[src/rtl/skel_pass_scheduler.sv]
// Skeletonization pass sequencer: host image load, mask read-address sweeps, write-port arbitration.
// Define SKEL_CONVERGE_EN to end a job early on the first pass that changes no pixel.
`timescale 1ns/1ps

module skel_pass_scheduler #(
    parameter int unsigned N          = 8,
    parameter int unsigned bitSize    = 6,
    parameter int unsigned pixelWidth = 8,
    parameter int unsigned MAX_PASSES = 16,
    parameter int unsigned MAX_OUT    = 4
) (
    input  logic                  clk,
    input  logic                  rst_n,
    input  logic                  start,
    input  logic                  host_we,
    input  logic [pixelWidth-1:0] host_data,
    output logic                  host_ready,
    output logic                  mask_req,
    output logic [bitSize:0]      mask_addr,
    input  logic                  mask_ack,
    input  logic                  mask_wr_valid,
    input  logic [bitSize:0]      mask_wr_addr,
    input  logic [pixelWidth-1:0] mask_wr_data,
    output logic                  ram_we,
    output logic [bitSize:0]      ram_addr,
    output logic [pixelWidth-1:0] ram_wdata,
    output logic                  busy,
    output logic                  done,
    output logic [7:0]            pass_count,
    output logic                  err
);

    localparam int unsigned AW = bitSize + 1;
    localparam int unsigned OW = $clog2(MAX_OUT + 1);
    localparam logic [AW-1:0] LastAddr  = AW'(N * N - 1);
    localparam logic [AW-1:0] CntMax    = '1;
    localparam logic [OW-1:0] MaxOut    = OW'(MAX_OUT);
    localparam logic [7:0]    MaxPasses = 8'(MAX_PASSES);
`ifdef SKEL_CONVERGE_EN
    localparam bit ConvergeEn = 1'b1;
`else
    localparam bit ConvergeEn = 1'b0;
`endif

    typedef enum logic [2:0] {StIdle, StLoad, StScan, StDrain, StCheck, StDone} state_e;

    state_e                state_q, state_d;
    logic [AW-1:0]         load_addr_q, load_addr_d;
    logic [AW-1:0]         scan_addr_q, scan_addr_d;
    logic                  sweep_done_q, sweep_done_d;
    logic [OW-1:0]         outstanding_q, outstanding_d;
    logic [AW-1:0]         change_cnt_q, change_cnt_d;
    logic [7:0]            pass_count_q, pass_count_d;
    logic                  err_q, err_d;
    logic                  mask_req_q, mask_req_d;
    logic [AW-1:0]         mask_addr_q, mask_addr_d;
    logic                  ram_we_q, ram_we_d;
    logic [AW-1:0]         ram_addr_q, ram_addr_d;
    logic [pixelWidth-1:0] ram_wdata_q, ram_wdata_d;
    logic                  busy_q, busy_d;
    logic                  host_ready_q, host_ready_d;
    logic                  done_q, done_d;

    logic in_mask, issue, ack_ok, last_issue;

    always_comb begin
        state_d       = state_q;
        load_addr_d   = load_addr_q;
        scan_addr_d   = scan_addr_q;
        sweep_done_d  = sweep_done_q;
        change_cnt_d  = change_cnt_q;
        pass_count_d  = pass_count_q;
        err_d         = err_q;
        mask_req_d    = 1'b0;
        mask_addr_d   = mask_addr_q;
        ram_we_d      = 1'b0;
        ram_addr_d    = ram_addr_q;
        ram_wdata_d   = ram_wdata_q;
        last_issue    = 1'b0;

        // A request is taken by the mask in the cycle mask_req is high.
        in_mask       = (state_q == StScan) || (state_q == StDrain);
        issue         = mask_req_q;
        ack_ok        = mask_ack && in_mask && ((outstanding_q != '0) || issue);
        outstanding_d = outstanding_q + OW'(issue) - OW'(ack_ok);

        if (ack_ok && mask_wr_valid) begin
            ram_we_d    = 1'b1;
            ram_addr_d  = mask_wr_addr;
            ram_wdata_d = mask_wr_data;
            if (change_cnt_q != CntMax) begin
                change_cnt_d = change_cnt_q + 1'b1;
            end
        end

        case (state_q)
            StIdle: begin
                if (start) begin
                    state_d      = StLoad;
                    pass_count_d = '0;
                    err_d        = 1'b0;
                    load_addr_d  = '0;
                    scan_addr_d  = '0;
                    sweep_done_d = 1'b0;
                    change_cnt_d = '0;
                end
            end
            StLoad: begin
                if (host_we) begin
                    ram_we_d    = 1'b1;
                    ram_addr_d  = load_addr_q;
                    ram_wdata_d = host_data;
                    load_addr_d = load_addr_q + 1'b1;
                    if (load_addr_q == LastAddr) begin
                        state_d = StScan;
                    end
                end
            end
            StScan: begin
                if (issue && sweep_done_q) begin
                    state_d = StDrain;
                end
            end
            StDrain: begin
                if (outstanding_q == '0) begin
                    state_d = StCheck;
                end
            end
            StCheck: begin
                pass_count_d = pass_count_q + 8'd1;
                if ((ConvergeEn && (change_cnt_q == '0)) || (pass_count_d == MaxPasses)) begin
                    state_d = StDone;
                end else begin
                    change_cnt_d = '0;
                    scan_addr_d  = '0;
                    sweep_done_d = 1'b0;
                    state_d      = StScan;
                end
            end
            StDone: state_d = StIdle;
            default: state_d = StIdle;
        endcase

        // Present the next address whenever the in-flight window has room after this edge.
        if ((state_d == StScan) && !sweep_done_d && (outstanding_d < MaxOut)) begin
            mask_req_d   = 1'b1;
            mask_addr_d  = scan_addr_d;
            last_issue   = (scan_addr_d == LastAddr);
            sweep_done_d = last_issue;
            scan_addr_d  = last_issue ? '0 : scan_addr_d + 1'b1;
        end

        // Errors are applied after the start clear so a same-cycle violation is kept.
        if (mask_ack && !ack_ok) begin
            err_d = 1'b1;
        end
        if (host_we && (state_q != StLoad)) begin
            err_d = 1'b1;
        end

        busy_d       = (state_d != StIdle);
        host_ready_d = (state_d == StLoad);
        done_d       = (state_d == StDone);
    end

    always_ff @(posedge clk or negedge rst_n) begin
        if (!rst_n) begin
            state_q       <= StIdle;
            load_addr_q   <= '0;
            scan_addr_q   <= '0;
            sweep_done_q  <= 1'b0;
            outstanding_q <= '0;
            change_cnt_q  <= '0;
            pass_count_q  <= '0;
            err_q         <= 1'b0;
            mask_req_q    <= 1'b0;
            mask_addr_q   <= '0;
            ram_we_q      <= 1'b0;
            ram_addr_q    <= '0;
            ram_wdata_q   <= '0;
            busy_q        <= 1'b0;
            host_ready_q  <= 1'b0;
            done_q        <= 1'b0;
        end else begin
            state_q       <= state_d;
            load_addr_q   <= load_addr_d;
            scan_addr_q   <= scan_addr_d;
            sweep_done_q  <= sweep_done_d;
            outstanding_q <= outstanding_d;
            change_cnt_q  <= change_cnt_d;
            pass_count_q  <= pass_count_d;
            err_q         <= err_d;
            mask_req_q    <= mask_req_d;
            mask_addr_q   <= mask_addr_d;
            ram_we_q      <= ram_we_d;
            ram_addr_q    <= ram_addr_d;
            ram_wdata_q   <= ram_wdata_d;
            busy_q        <= busy_d;
            host_ready_q  <= host_ready_d;
            done_q        <= done_d;
        end
    end

    assign host_ready = host_ready_q;
    assign mask_req   = mask_req_q;
    assign mask_addr  = mask_addr_q;
    assign ram_we     = ram_we_q;
    assign ram_addr   = ram_addr_q;
    assign ram_wdata  = ram_wdata_q;
    assign busy       = busy_q;
    assign done       = done_q;
    assign pass_count = pass_count_q;
    assign err        = err_q;

endmodule

[config.mk]
export PLATFORM = sky130hd
export DESIGN_NAME = skel_pass_scheduler
export DESIGN_NICKNAME = d
export VERILOG_FILES = /design/src/rtl/skel_pass_scheduler.sv
export SDC_FILE = /design/constraint.sdc
export NUM_CORES = 1
export LEC_CHECK = 0
export CORE_MARGIN = 3
export CORE_UTILIZATION = 40
export DETAILED_ROUTE_END_ITERATION = 10
export GPL_TIMING_DRIVEN = 1
export HOLD_SLACK_MARGIN = 0.15
export PLACE_DENSITY_LB_ADDON = 0.1
export SYNTH_ARGS = -nofsm -noshare
export SYNTH_HDL_FRONTEND = slang
export SYNTH_SLANG_ARGS = --single-unit
[constraint.sdc]
create_clock -name clk -period 3.3 [get_ports clk]
set_input_delay 0.495 -clock clk [delete_from_list [all_inputs] [get_ports clk]]
set_output_delay 0.495 -clock clk [all_outputs]
set_load 0.03 [all_outputs]
## Yosys cells after proc, flatten, opt, wreduce, memory -nomap -nowiden

Index checks and enable logic that the tools add are counted.

- Bits in registers: 57
- Bits of input ports: 29
- Output and inout port bits: 36
- Logic and storage cells: 92

- Add/sub/neg operators: 5
- Order comparisons: 1
- Equality and inequality tests: 13
- Multiplexer cells: 35
- Reductions and logical operators: 23

Operator list:

| operator | number |
|---|---|
| 7-bit two-way mux | 9 |
| 8-bit two-way mux | 4 |
| 7-bit case mux with 2 select lines | 2 |
| 3-bit two-way mux | 6 |
| 8-bit case mux with 2 select lines | 1 |
| 3-bit case mux with 5 select lines | 1 |
| 7-bit by 1-bit adder with 7-bit output, second input constant | 2 |
| 7-bit by 6-bit equality test with 1-bit output, second input constant | 2 |
| 3-bit nonzero test | 4 |
| 1-bit two-way mux | 11 |
| 3-bit by 2-bit equality test with 1-bit output, second input constant | 3 |
| 8-bit by 1-bit adder with 8-bit output, second input constant | 1 |
| 8-bit by 5-bit equality test with 1-bit output, second input constant | 1 |
| 1-bit logical AND | 8 |
| 3-bit by 1-bit equality test with 1-bit output, second input constant | 2 |
| 3-bit equality test, second input constant | 2 |
| 3-bit zero test | 2 |
| 2-bit inequality test, second input constant | 2 |
| 2-bit AND reduction | 2 |
| 2-bit nonzero test | 2 |
| 3-bit by 1-bit adder with 3-bit output | 1 |
| 3-bit < comparator, second input constant | 1 |
| 3-bit by 1-bit inequality test with 1-bit output, second input constant | 1 |
| 3-bit AND reduction | 1 |
| other kinds (4) | 6 |

## Logic depth before layout (Yosys ltp)

Gate-level depths: netlist of run 1.

- Depth after elaboration: 8
- Gate-level depth with buffers: 16
- Gate-level depth less buffers: 13

## Worst setup path after synthesis of run 1

OpenSTA, ideal clock, no wires.

- Kind: reg-to-reg
- Start point: register mask_req_q (netlist: mask_req)
- End point: register mask_addr_q[1] (netlist: mask_addr[1])
- Setup time: 0.125 ns
- Arrival time: 3.068 ns
- Required time: 3.175 ns
- Path slack: 0.107 ns
- Stages on the path, launching flop included: 15
- Buffers on the path: 1
- Clock period less this slack: 3.193 ns
- Path through: dfrtp_1 > nor4_1 > nor3b_1 > ha_1 > inv_1 > ha_1 > inv_1 > fa_1 > xor3_1 > o21bai_1 > a211o_1 > a41o_1 > buf_2 > inv_2 > mux2_2

RTL lines:

| what | line | text |
|---|---|---|
| from (decl) | 55 | `logic mask_req_q, mask_req_d;` |
| from (signal assigned) | 193 | `mask_req_q <= mask_req_d;` |
| branches (longest 2 deep; another with 3-bit by 1-bit adder with 3-bit output) | - |  |
| 3-bit by 1-bit subtractor with 3-bit output * | 85 | `outstanding_d = outstanding_q + OW'(issue) - OW'(ack_ok);` |
| via outstanding_d[2] | 51 | `logic [OW-1:0] outstanding_q, outstanding_d;` |
| 3-bit < comparator * | 145 | `if ((state_d == StScan) && !sweep_done_d && (outstanding_d < MaxOut)) begin` |
| 1-bit logical AND * | 145 |  |
| to (signal assigned) | 194 | `mask_addr_q <= mask_addr_d;` |
| to (decl) | 56 | `logic [AW-1:0] mask_addr_q, mask_addr_d;` |

Mark *: on every way through the listed nets, which the timed path passes.
A chain may end at the register's enable or synchronous reset.

## Worst setup path in the final report of run 1

- Start point: register outstanding_q[0]
- End point: register scan_addr_q[5]

- Cells in the longest elaborated chain, start to end: 7

RTL lines:

| what | line | text |
|---|---|---|
| from (decl) | 51 |  |
| from (signal assigned) | 189 | `outstanding_q <= outstanding_d;` |
| branches (longest 3 deep; another with 3-bit by 1-bit adder with 3-bit output) | - |  |
| 3-bit by 1-bit subtractor with 3-bit output * | 85 |  |
| via outstanding_d[2] | 51 |  |
| 3-bit < comparator * | 145 |  |
| 1-bit logical AND * | 145 |  |
| 7-bit two-way mux * | 145 |  |
| via scan_addr_d[5] | 49 | `logic [AW-1:0] scan_addr_q, scan_addr_d;` |
| to (signal assigned) | 187 | `scan_addr_q <= scan_addr_d;` |
| to (decl) | 49 |  |

Marks and branches as above.

==> results of run 1 <==
-- layout make-up --
| cell class | instances | share of cell area (%) |
|---|---|---|
| flip-flops and latches | 57 | 35.8 |
| well taps | 96 | 3.01 |
| clock buffers | 14 | 4.33 |
| inverters | 10 | 1.00 |
| clock inverters | 2 | 0.879 |
| multi-input cells | 208 | 34.3 |
| repair buffers | 88 | 20.7 |
-- through the flow --
stage / utilization (%) / instance area (µm²) / power (mW) / hold slack (ns) / setup WS, ns
after global placement: 53.9 / 3680 / 2.15 / 0.473 / -0.297
after global routing: 58.4 / 3990 / 3.07 / 0.527 / -0.132
after CTS: 57.3 / 3910 / 2.88 / 0.492 / 0.00879
after floorplan: - / 2840 / 1.70 / 0.199 / 0.107
final: 58.4 / 3990 / 2.87 / 0.485 / 0.0730
after detailed placement: 53.9 / 3680 / 2.18 / 0.476 / -0.416
-- repair_timing --
| action | CTS | global route |
|---|---|---|
| endpoints found under the setup margin | 3 | 11 |
| gates resized for setup | 2 | 14 |
| buffers inserted | 0 | 4 |
| hold buffers | 1 | 0 |
| hold endpoints to repair | 21 | 0 |
-- critical path, stage by stage, from the launching register on --
cell	delay [ns]
dfrtp_1	0.41
nor4_4	0.35
nor3b_4	0.08
ha_1	0.27
inv_1	0.05
ha_1	0.13
inv_1	0.05
fa_2	0.33
xor3_1	0.20
o21bai_1	0.16
a211o_1	0.27
a41o_1	0.24
or4_1	0.47
a21boi_1	0.15
-- routing by layer --
layer	GRT usage [%]	vias up	part of all wire, %
met5	0	-	0
met4	6.12	0	1.9
met3	4.85	13	5.2
met2	27.1	64	48
met1	20.9	1148	45
li1	-	1188	-
-- registers in the layout, indices dropped and copies added, names as in the netlist, 3 cells and up --
register       flops
outstanding_q      3
ram_addr           7
load_addr_q        7
scan_addr_q        7
pass_count         8
state_q            3
mask_addr          7
ram_wdata          8
-- cells by family after synthesis --
logic type / count (synthesis)
AO/OA/AOI/OAI: 62
XOR/XNOR: 9
adder cells (fa/ha/maj): 7
buffers and inverters: 22
flip-flops: 57
multiplexers: 19
AND/OR/NAND/NOR: 111
-- placed cells by master, fill, tap and decap left out, types with 5 or more instances in the layout --
cell              n
dfrtp_1          57
xor2_1            5
mux2i_1          16
a21oi_1           6
nand4_1           6
nand3_1          14
clkbuf_8         12
o21ai_0          29
ha_1              6
clkdlybuf4s50_1  63
nand2_1          41
nor2_1           15
inv_1             9
buf_4            21
o21ai_1           5
nand2b_1          7
-- power by group through the flow --
stage / clock network (mW) / registers (mW) / logic [mW]
3_3_place_gp: 0 / 1.01 / 1.13
5_1_grt: 0.735 / 1.05 / 1.29
2_1_floorplan: 0 / 1.22 / 0.484
4_1_cts: 0.701 / 1.01 / 1.16
6_report: 0.677 / 1.02 / 1.17
3_5_place_dp: 0 / 1.02 / 1.16
-- path summary, 6_finish.rpt --
kind                                                 start  cells past startpoint                        to  slack (ns)
worst min-delay path              mask_addr[4]$_DFFE_PN0P_                      2  mask_addr[4]$_DFFE_PN0P_        0.48
min in group asynchronous                            rst_n                      2     ram_addr[1]$_DFF_PN0_        0.66
worst max-delay path            outstanding_q[0]$_DFF_PN0_                     13  scan_addr_q[5]$_DFF_PN0_        0.07
worst min register to register    mask_addr[4]$_DFFE_PN0P_                      2  mask_addr[4]$_DFFE_PN0P_        0.48
max in group asynchronous                            rst_n                      3  scan_addr_q[0]$_DFF_PN0_        1.80
worst max register to register  outstanding_q[0]$_DFF_PN0_                     13  scan_addr_q[5]$_DFF_PN0_        0.07
==> impl_metrics.toml, run 1 <==
[yosys]
yosys.area_share.simple_pct = 19.6
synthMuxAreaShare_pct = 6.84
synth-seq-area-share_pct = 50.3
ys_warn_count = 0
synth_common_cells = "dfrtp_1 (57), nand2_1 (41), o21ai_0 (30)"
synth_top_area_share_pct = 50.3
ys_types = 51
syn_area_um2 = 2840
synth_area_leader_cell = "dfrtp_1"
synth.area.top_cells = "dfrtp_1 (50%), mux2i_1 (5.6%), nand2_1 (5.4%)"
syn_avg_cell_area_um2 = 9.88
synthArstFlopShare_pct = 100
synth_compound_gate_area_share_pct = 13.4
yosysMostFrequentCell = "dfrtp_1"
syn_nets = 323
synth_top_family_by_area = "simple AND/OR/NAND/NOR gates"
synth_flop_cell = "dfrtp_1"
postSynthCellCount = 287
synth_adder_area_share_pct = 3.35
synthXorXnorAreaFrac_pct = 3.31
ys_ff_latch = 57
synth_edf_count = 0

[final_layout]
drive_gt1_share_pct = 14.0
diodes = 0
nNetsFinal = 410
fill_cells = 617
final-seq-area_um2 = 1430
syn_to_final_growth_pct = 40.5
multi_input_comb_area_um2 = 1370
stdcell_count = 475

[power]
combPwrFrac_pct = 40.9
internal-power_mw = 1.82
peakVddDrop_uv = 292
p_seq_share_pct = 35.6
netSwitchingPower_mw = 1.05
cellPowerDensity_nw_per_um2 = 720
switching_share_pct = 36.6
p_clk_share_pct = 23.6
leakagePower_nw = 1.79

[grt]
grt_max_degree = 37
grt_pass1_wl_um = 11000
grt_use_total_pct = 16.6
antenna_found_initial = 0
grt_overflow = 0
grt_pass1_vias = 2378

[run]
drv_cap = 0

[detailed_routing]
vias = 2413
wirelength_um = 6540
first_pass_iters = 4
ant_nets = 0
via_per_inst = 5.08
routedWlPerCell_um = 13.8
drc = 0
drt_iter0_markers = 35

[timing]
tightest_slew_ns = 0.891
hold_viol_final = 0
fmax_ghz = 0.310
min_period_over_period_pct = 97.8
fin_crit_ns = 3.23
setup_tns_ns = 0
slew_violations = 0
finClkSkew_ns = 0.00566
maxSlewHeadroom_pct = 40.4
rsz0062_at_grt = "yes"
setup_viol = 0

[placed_design]
io_buffer_count = 64
dp_hpwl_um = 4640
dpl.cell_count = 454
gp_congestion = 0.821

[floorplan]
core_area_um2 = 6830
die_y_um = 90.2
rows = 30
fp.dieW_um = 90.2
dieArea_um2 = 8140
ios = 65
initial_utilization_pct = 41.5

[cts]
clk_latency_ns = 0.33
cts_buffers = 9
cts_tree = "done"
cts_sinks = 57
clk_path_buf_depth = 2
path_clk_slew_ns = 0.06
htreeDepth = 3
root_buffer = "clkbuf_8"

[outcome]
status = "finished, final reports clean"

[worst_setup_path]
worstPathArrival_ns = 3.48
start_kind = "register"
cp_max_fo = 3
worstSetupPathType = "register to register"
cp.required_ns = 3.56
endpoint_kind = "register"

[worst_hold_path]
hp-class = "register to register"
(Power assumes the default switching activity.)
==> run 2: changes to the inputs <==
PLACE_DENSITY = 0.69   (was unset)
PLACE_DENSITY_LB_ADDON = unset   (was 0.1)
==> run 2 against run 1 <==
Register-to-register slack about the same. Clock-buffer cell count decreased by 3. Worst setup slack got worse by 0.0035 ns. Core utilization decreased by 0.55 points. Total power increased by 1.4%.
==> impl_metrics.toml, run 2 (synthesis gave the netlist of run 1 again) <==
[outcome]
status = "finished, final reports clean"

[worst_setup_path]
r2r-start = "mask_req$_DFF_PN0_"
cp.required_ns = 3.57
cp_max_fo = 3
endpoint_kind = "register"
ff2ff_setup_slack_ns = 0.07
crit_chain = "nor4_4 > nor3b_2 > ha_1 > inv_1 > ha_2 > inv_2 > fa_2 > xor3_1 > o21bai_1 > a211o_1 > a41o_1 > or4_4 > a21boi_2"
cp-startpoint = "mask_req$_DFF_PN0_"
reg2reg_to = "scan_addr_q[5]$_DFF_PN0_"
reg2reg_depth = 13
crit_family = "simple AND/OR/NAND/NOR gates"
slowest_delay_ns = 0.49
worstSetupPathType = "register to register"
worstPathArrival_ns = 3.50
critPathBufInv = 2
start_kind = "register"
slowest_stage = "or4_4"

[timing]
finalWorstSetupSlack_ns = 0.0694
maxSlewHeadroom_pct = 42.5
min_period_over_period_pct = 97.9
hold_viol_final = 0
fin_crit_ns = 3.23
finClkSkew_ns = 0.00817
tightest_slew_ns = 0.861
rsz0062_at_grt = "yes"
slew_violations = 0
fmax_ghz = 0.310
setup_viol = 0

[cts]
clk_latency_ns = 0.34
root_buffer = "clkbuf_8"
cts_tree = "done"
htreeDepth = 3
cts_sinks = 57
path_clk_slew_ns = 0.06
clk_path_buf_depth = 2
cts_buffers = 9

[floorplan]
rows = 30
core_area_um2 = 6830
dieArea_um2 = 8140
fp.dieW_um = 90.2
die_y_um = 90.2
ios = 65
initial_utilization_pct = 41.5

[grt]
grt_max_degree = 40
grt_pass1_wl_um = 11600
grt_pass1_vias = 2469
antenna_found_initial = 0
grt_use_total_pct = 17.3
grt_overflow = 0

[placed_design]
io_buffer_count = 64
dp_hpwl_um = 4520
gp_congestion = 0.814
place_ws_ns = -0.459
dpl.cell_count = 451
dpl_cell_area_um2 = 3660

[final_layout]
fin_area_um2 = 3950
most-common-layout-cells = "clkdlybuf4s50_1 (63), dfrtp_1 (57), nand2_1 (41), o21ai_0 (30), buf_4 (19)"
drive_gt1_share_pct = 13.7
syn_to_final_growth_pct = 39.2
stdcell_count = 468
final_common_cell = "clkdlybuf4s50_1"
final_core_util_pct = 57.8
diodes = 0
nNetsFinal = 405

[detailed_routing]
first_pass_iters = 4
routed.top_layer = "met4"
drc = 0
vias = 2383
via_per_inst = 5.09
ant_nets = 0
wl_met1_um = 3060
wl_met3_um = 375
routedWlPerCell_um = 14.1
drt_iter0_markers = 73
wirelength_um = 6580
met2WireLength_um = 3020

[power]
cellPowerDensity_nw_per_um2 = 737
peakVddDrop_uv = 369
leakagePower_nw = 1.77

[worst_hold_path]
hp-class = "primary input to asynchronous set/reset pin"

[run]
drv_cap = 0
## run 2: layer usage
metal,up-vias,GRT usage (%)
met5,-,0
met4,0,7.27
met3,12,4.77
met2,64,27.0
met1,1125,22.8
li1,1182,-
## run 2: timing repair
| item | 4_1_cts | 5_1_grt |
|---|---|---|
| endpoints found under the setup margin | 6 | 5 |
| hold buffers | 0 | 0 |
| buffers inserted | 0 | 3 |
| gates resized for setup | 3 | 8 |
| pin swaps | 0 | 4 |
## run 2: cell type report
cell class / instances / area, µm²
Fill cell: 628 / 2880
Inverter: 10 / 40.0
Multi-Input combinational cell: 208 / 1370
Sequential cell: 57 / 1430
Timing Repair Buffer: 83 / 778
Clock inverter: 3 / 65.1
Tap cell: 96 / 120
Clock buffer: 11 / 151
## run 2: worst max path at each step
stage / to / cells after the start
floorplan: mask_addr[1]$_DFFE_PN0P_ / 14
global placement: scan_addr_q[5]$_DFF_PN0_ / 13
detailed placement: scan_addr_q[5]$_DFF_PN0_ / 13
CTS: scan_addr_q[5]$_DFF_PN0_ / 13
global route: scan_addr_q[5]$_DFF_PN0_ / 13
finish: scan_addr_q[5]$_DFF_PN0_ / 13
## run 2: report_power, final
| part | switching [mW] | internal, mW | total, mW |
|---|---|---|---|
| logic | 0.642 | 0.524 | 1.17 |
| registers | 0.143 | 0.875 | 1.02 |
| clock network | 0.270 | 0.457 | 0.727 |
## run 2: metrics by stage
stage / setup TNS (ns) / hold slack, ns / power (mW)
2_1_floorplan: 0 / 0.199 / 1.70
3_3_place_gp: -2.26 / 0.474 / 2.14
3_5_place_dp: -4.72 / 0.476 / 2.17
4_1_cts: 0 / 0.302 / 2.94
5_1_grt: -0.106 / 0.355 / 3.10
6_report: 0 / 0.273 / 2.91
==> run 3: changes to the inputs <==
CORE_UTILIZATION = 35   (was 40)
PLACE_DENSITY = unset   (was 0.69)
SETUP_SLACK_MARGIN = 0.05   (was unset)
==> run 3 against run 2 <==
Core utilization decreased by 7.6 points. Critical path type unchanged. Combinational power about the same. First-iteration DRC count is 6.8% lower. Largest power group unchanged. Worst setup slack improved by 0.029 ns. Highest routed layer unchanged. Hold slack better by 0.023 ns.
==> impl_metrics.toml, run 3 (synthesis gave the netlist of run 1 again) <==
[timing]
whs_ns = 0.295
maxSlewHeadroom_pct = 42.9
fin_crit_ns = 3.20
rsz0062_at_grt = "yes"
setup_viol = 0
finClkSkew_ns = 0.00698
hold_viol_final = 0
slew_violations = 0
min_period_over_period_pct = 97.0
tightest_slew_ns = 0.854
fmax_ghz = 0.312
finalWorstSetupSlack_ns = 0.0987

[worst_setup_path]
reg2reg_depth = 13
worstSetupPathType = "register to register"
critPathBufInv = 2
crit_end = "scan_addr_q[5]$_DFF_PN0_"
start_kind = "register"
endpoint_kind = "register"
cp.required_ns = 3.56
ff2ff_setup_slack_ns = 0.1
cp_max_fo = 3
r2r-start = "outstanding_q[0]$_DFF_PN0_"
slowest_delay_ns = 0.47
worstPathArrival_ns = 3.46
crit_chain = "nor4_4 > nor3b_2 > ha_1 > inv_1 > ha_1 > inv_1 > fa_2 > xor3_1 > o21bai_1 > a211o_1 > a41o_1 > or4_1 > a21boi_1"
slowest_stage = "or4_1"
cp-startpoint = "outstanding_q[0]$_DFF_PN0_"
crit_family = "simple AND/OR/NAND/NOR gates"
reg2reg_to = "scan_addr_q[5]$_DFF_PN0_"
cp.depth = 13

[grt]
grt_pass1_vias = 2358
grt_max_degree = 58
grt_pass1_wl_um = 11100
grt_overflow = 0
antenna_found_initial = 0
grt_use_total_pct = 15.7

[detailed_routing]
ant_nets = 0
first_pass_iters = 4
drt_iter0_markers = 68
via_per_inst = 5.01
routedWlPerCell_um = 13.9
wirelength_um = 6630
vias = 2393
drc = 0

[placed_design]
place_ws_ns = -0.396
dp_hpwl_um = 4710
gp_congestion = 0.763
io_buffer_count = 64

[power]
p_seq_share_pct = 36.3
leakagePower_nw = 1.77
p_clk_share_pct = 22.4
internal-power_mw = 1.74
cellPowerDensity_nw_per_um2 = 714
netSwitchingPower_mw = 1.06
combPwrFrac_pct = 41.3
peakVddDrop_uv = 370
switching_share_pct = 37.7

[final_layout]
fill_cells = 739
final_common_cell = "clkdlybuf4s50_1"
multi_input_comb_area_um2 = 1350
syn_to_final_growth_pct = 38.2
nNetsFinal = 407
most-common-layout-cells = "clkdlybuf4s50_1 (63), dfrtp_1 (57), nand2_1 (41), o21ai_0 (29), buf_4 (20)"
diodes = 0
drive_gt1_share_pct = 13.3
final-seq-area_um2 = 1430

[floorplan]
initial_utilization_pct = 36.3
core_area_um2 = 7810
rows = 32
dieArea_um2 = 9220
ios = 65
die_y_um = 96.0
fp.dieW_um = 96.0

[outcome]
status = "finished, final reports clean"

[cts]
cts_buffers = 9
cts_tree = "done"
root_buffer = "clkbuf_8"
htreeDepth = 3
ctsHoldBuffers = 0
cts_sinks = 57
clk_path_buf_depth = 2
path_clk_slew_ns = 0.07
clk_latency_ns = 0.34

[worst_hold_path]
hp-class = "primary input to asynchronous set/reset pin"

[run]
drv_cap = 0
## run 3: final cells by class
cell class | count | share of cell area, %
multi-input cells | 208 | 34.3
repair buffers | 85 | 20.3
clock inverters | 6 | 1.50
inverters | 10 | 0.957
flip-flops and latches | 57 | 36.4
clock buffers | 10 | 3.25
well taps | 102 | 3.25
## run 3: timing repair
| action | 4_1_cts | 5_1_grt |
|---|---|---|
| endpoints found under the hold margin | 0 | 0 |
| endpoints found under the setup margin | 5 | 8 |
| gates resized for setup | 3 | 4 |
| setup buffers | 0 | 1 |
## run 3: layer usage
metal / up-vias / share of wire (%) / global-route usage [%]
li1: 1187 / - / -
met1: 1123 / 45 / 19.7
met2: 69 / 46 / 25.0
met3: 14 / 6.9 / 5.08
met4: 0 / 1.6 / 6.16
met5: - / 0 / 0
## run 3: through the flow
stage	cells	util (%)	TNS [ns]	total power, mW	area [µm²]
detailed placement	461	47.4	-3.98	2.18	3700
global placement	461	47.4	-2.33	2.16	3700
global route	478	50.2	-0.0253	3.02	3920
floorplan	287	-	0	1.70	2840
CTS	477	50.0	0	2.84	3910
finish	478	50.2	0	2.80	3920
## run 3: power groups by stage
stage	Combinational, mW	Sequential (mW)	Clock (mW)
4_1_cts	1.17	1.02	0.654
2_1_floorplan	0.484	1.22	0
5_1_grt	1.29	1.04	0.687
3_3_place_gp	1.14	1.01	0
3_5_place_dp	1.16	1.02	0
6_report	1.16	1.02	0.627
## run 3: worst min path at each step
stage / start / to / cells after the start
2_1_floorplan: rst_n / busy$_DFF_PN0_ / 0
3_3_place_gp: mask_addr[0]$_DFFE_PN0P_ / mask_addr[0]$_DFFE_PN0P_ / 2
3_5_place_dp: mask_addr[0]$_DFFE_PN0P_ / mask_addr[0]$_DFFE_PN0P_ / 2
4_1_cts: rst_n / load_addr_q[1]$_DFFE_PN0P_ / 2
5_1_grt: rst_n / ram_addr[0]$_DFF_PN0_ / 2
6_report: rst_n / ram_we$_DFF_PN0_ / 2
## run 3: worst reg2reg max path, stage by stage (launching register included)
cell and delay, ns:
dfrtp_1 0.41, nor4_4 0.31, nor3b_2 0.09, ha_1 0.27, inv_1 0.05, ha_1 0.14, inv_1 0.05, fa_2 0.32
xor3_1 0.20, o21bai_1 0.16, a211o_1 0.27, a41o_1 0.24, or4_1 0.47, a21boi_1 0.15
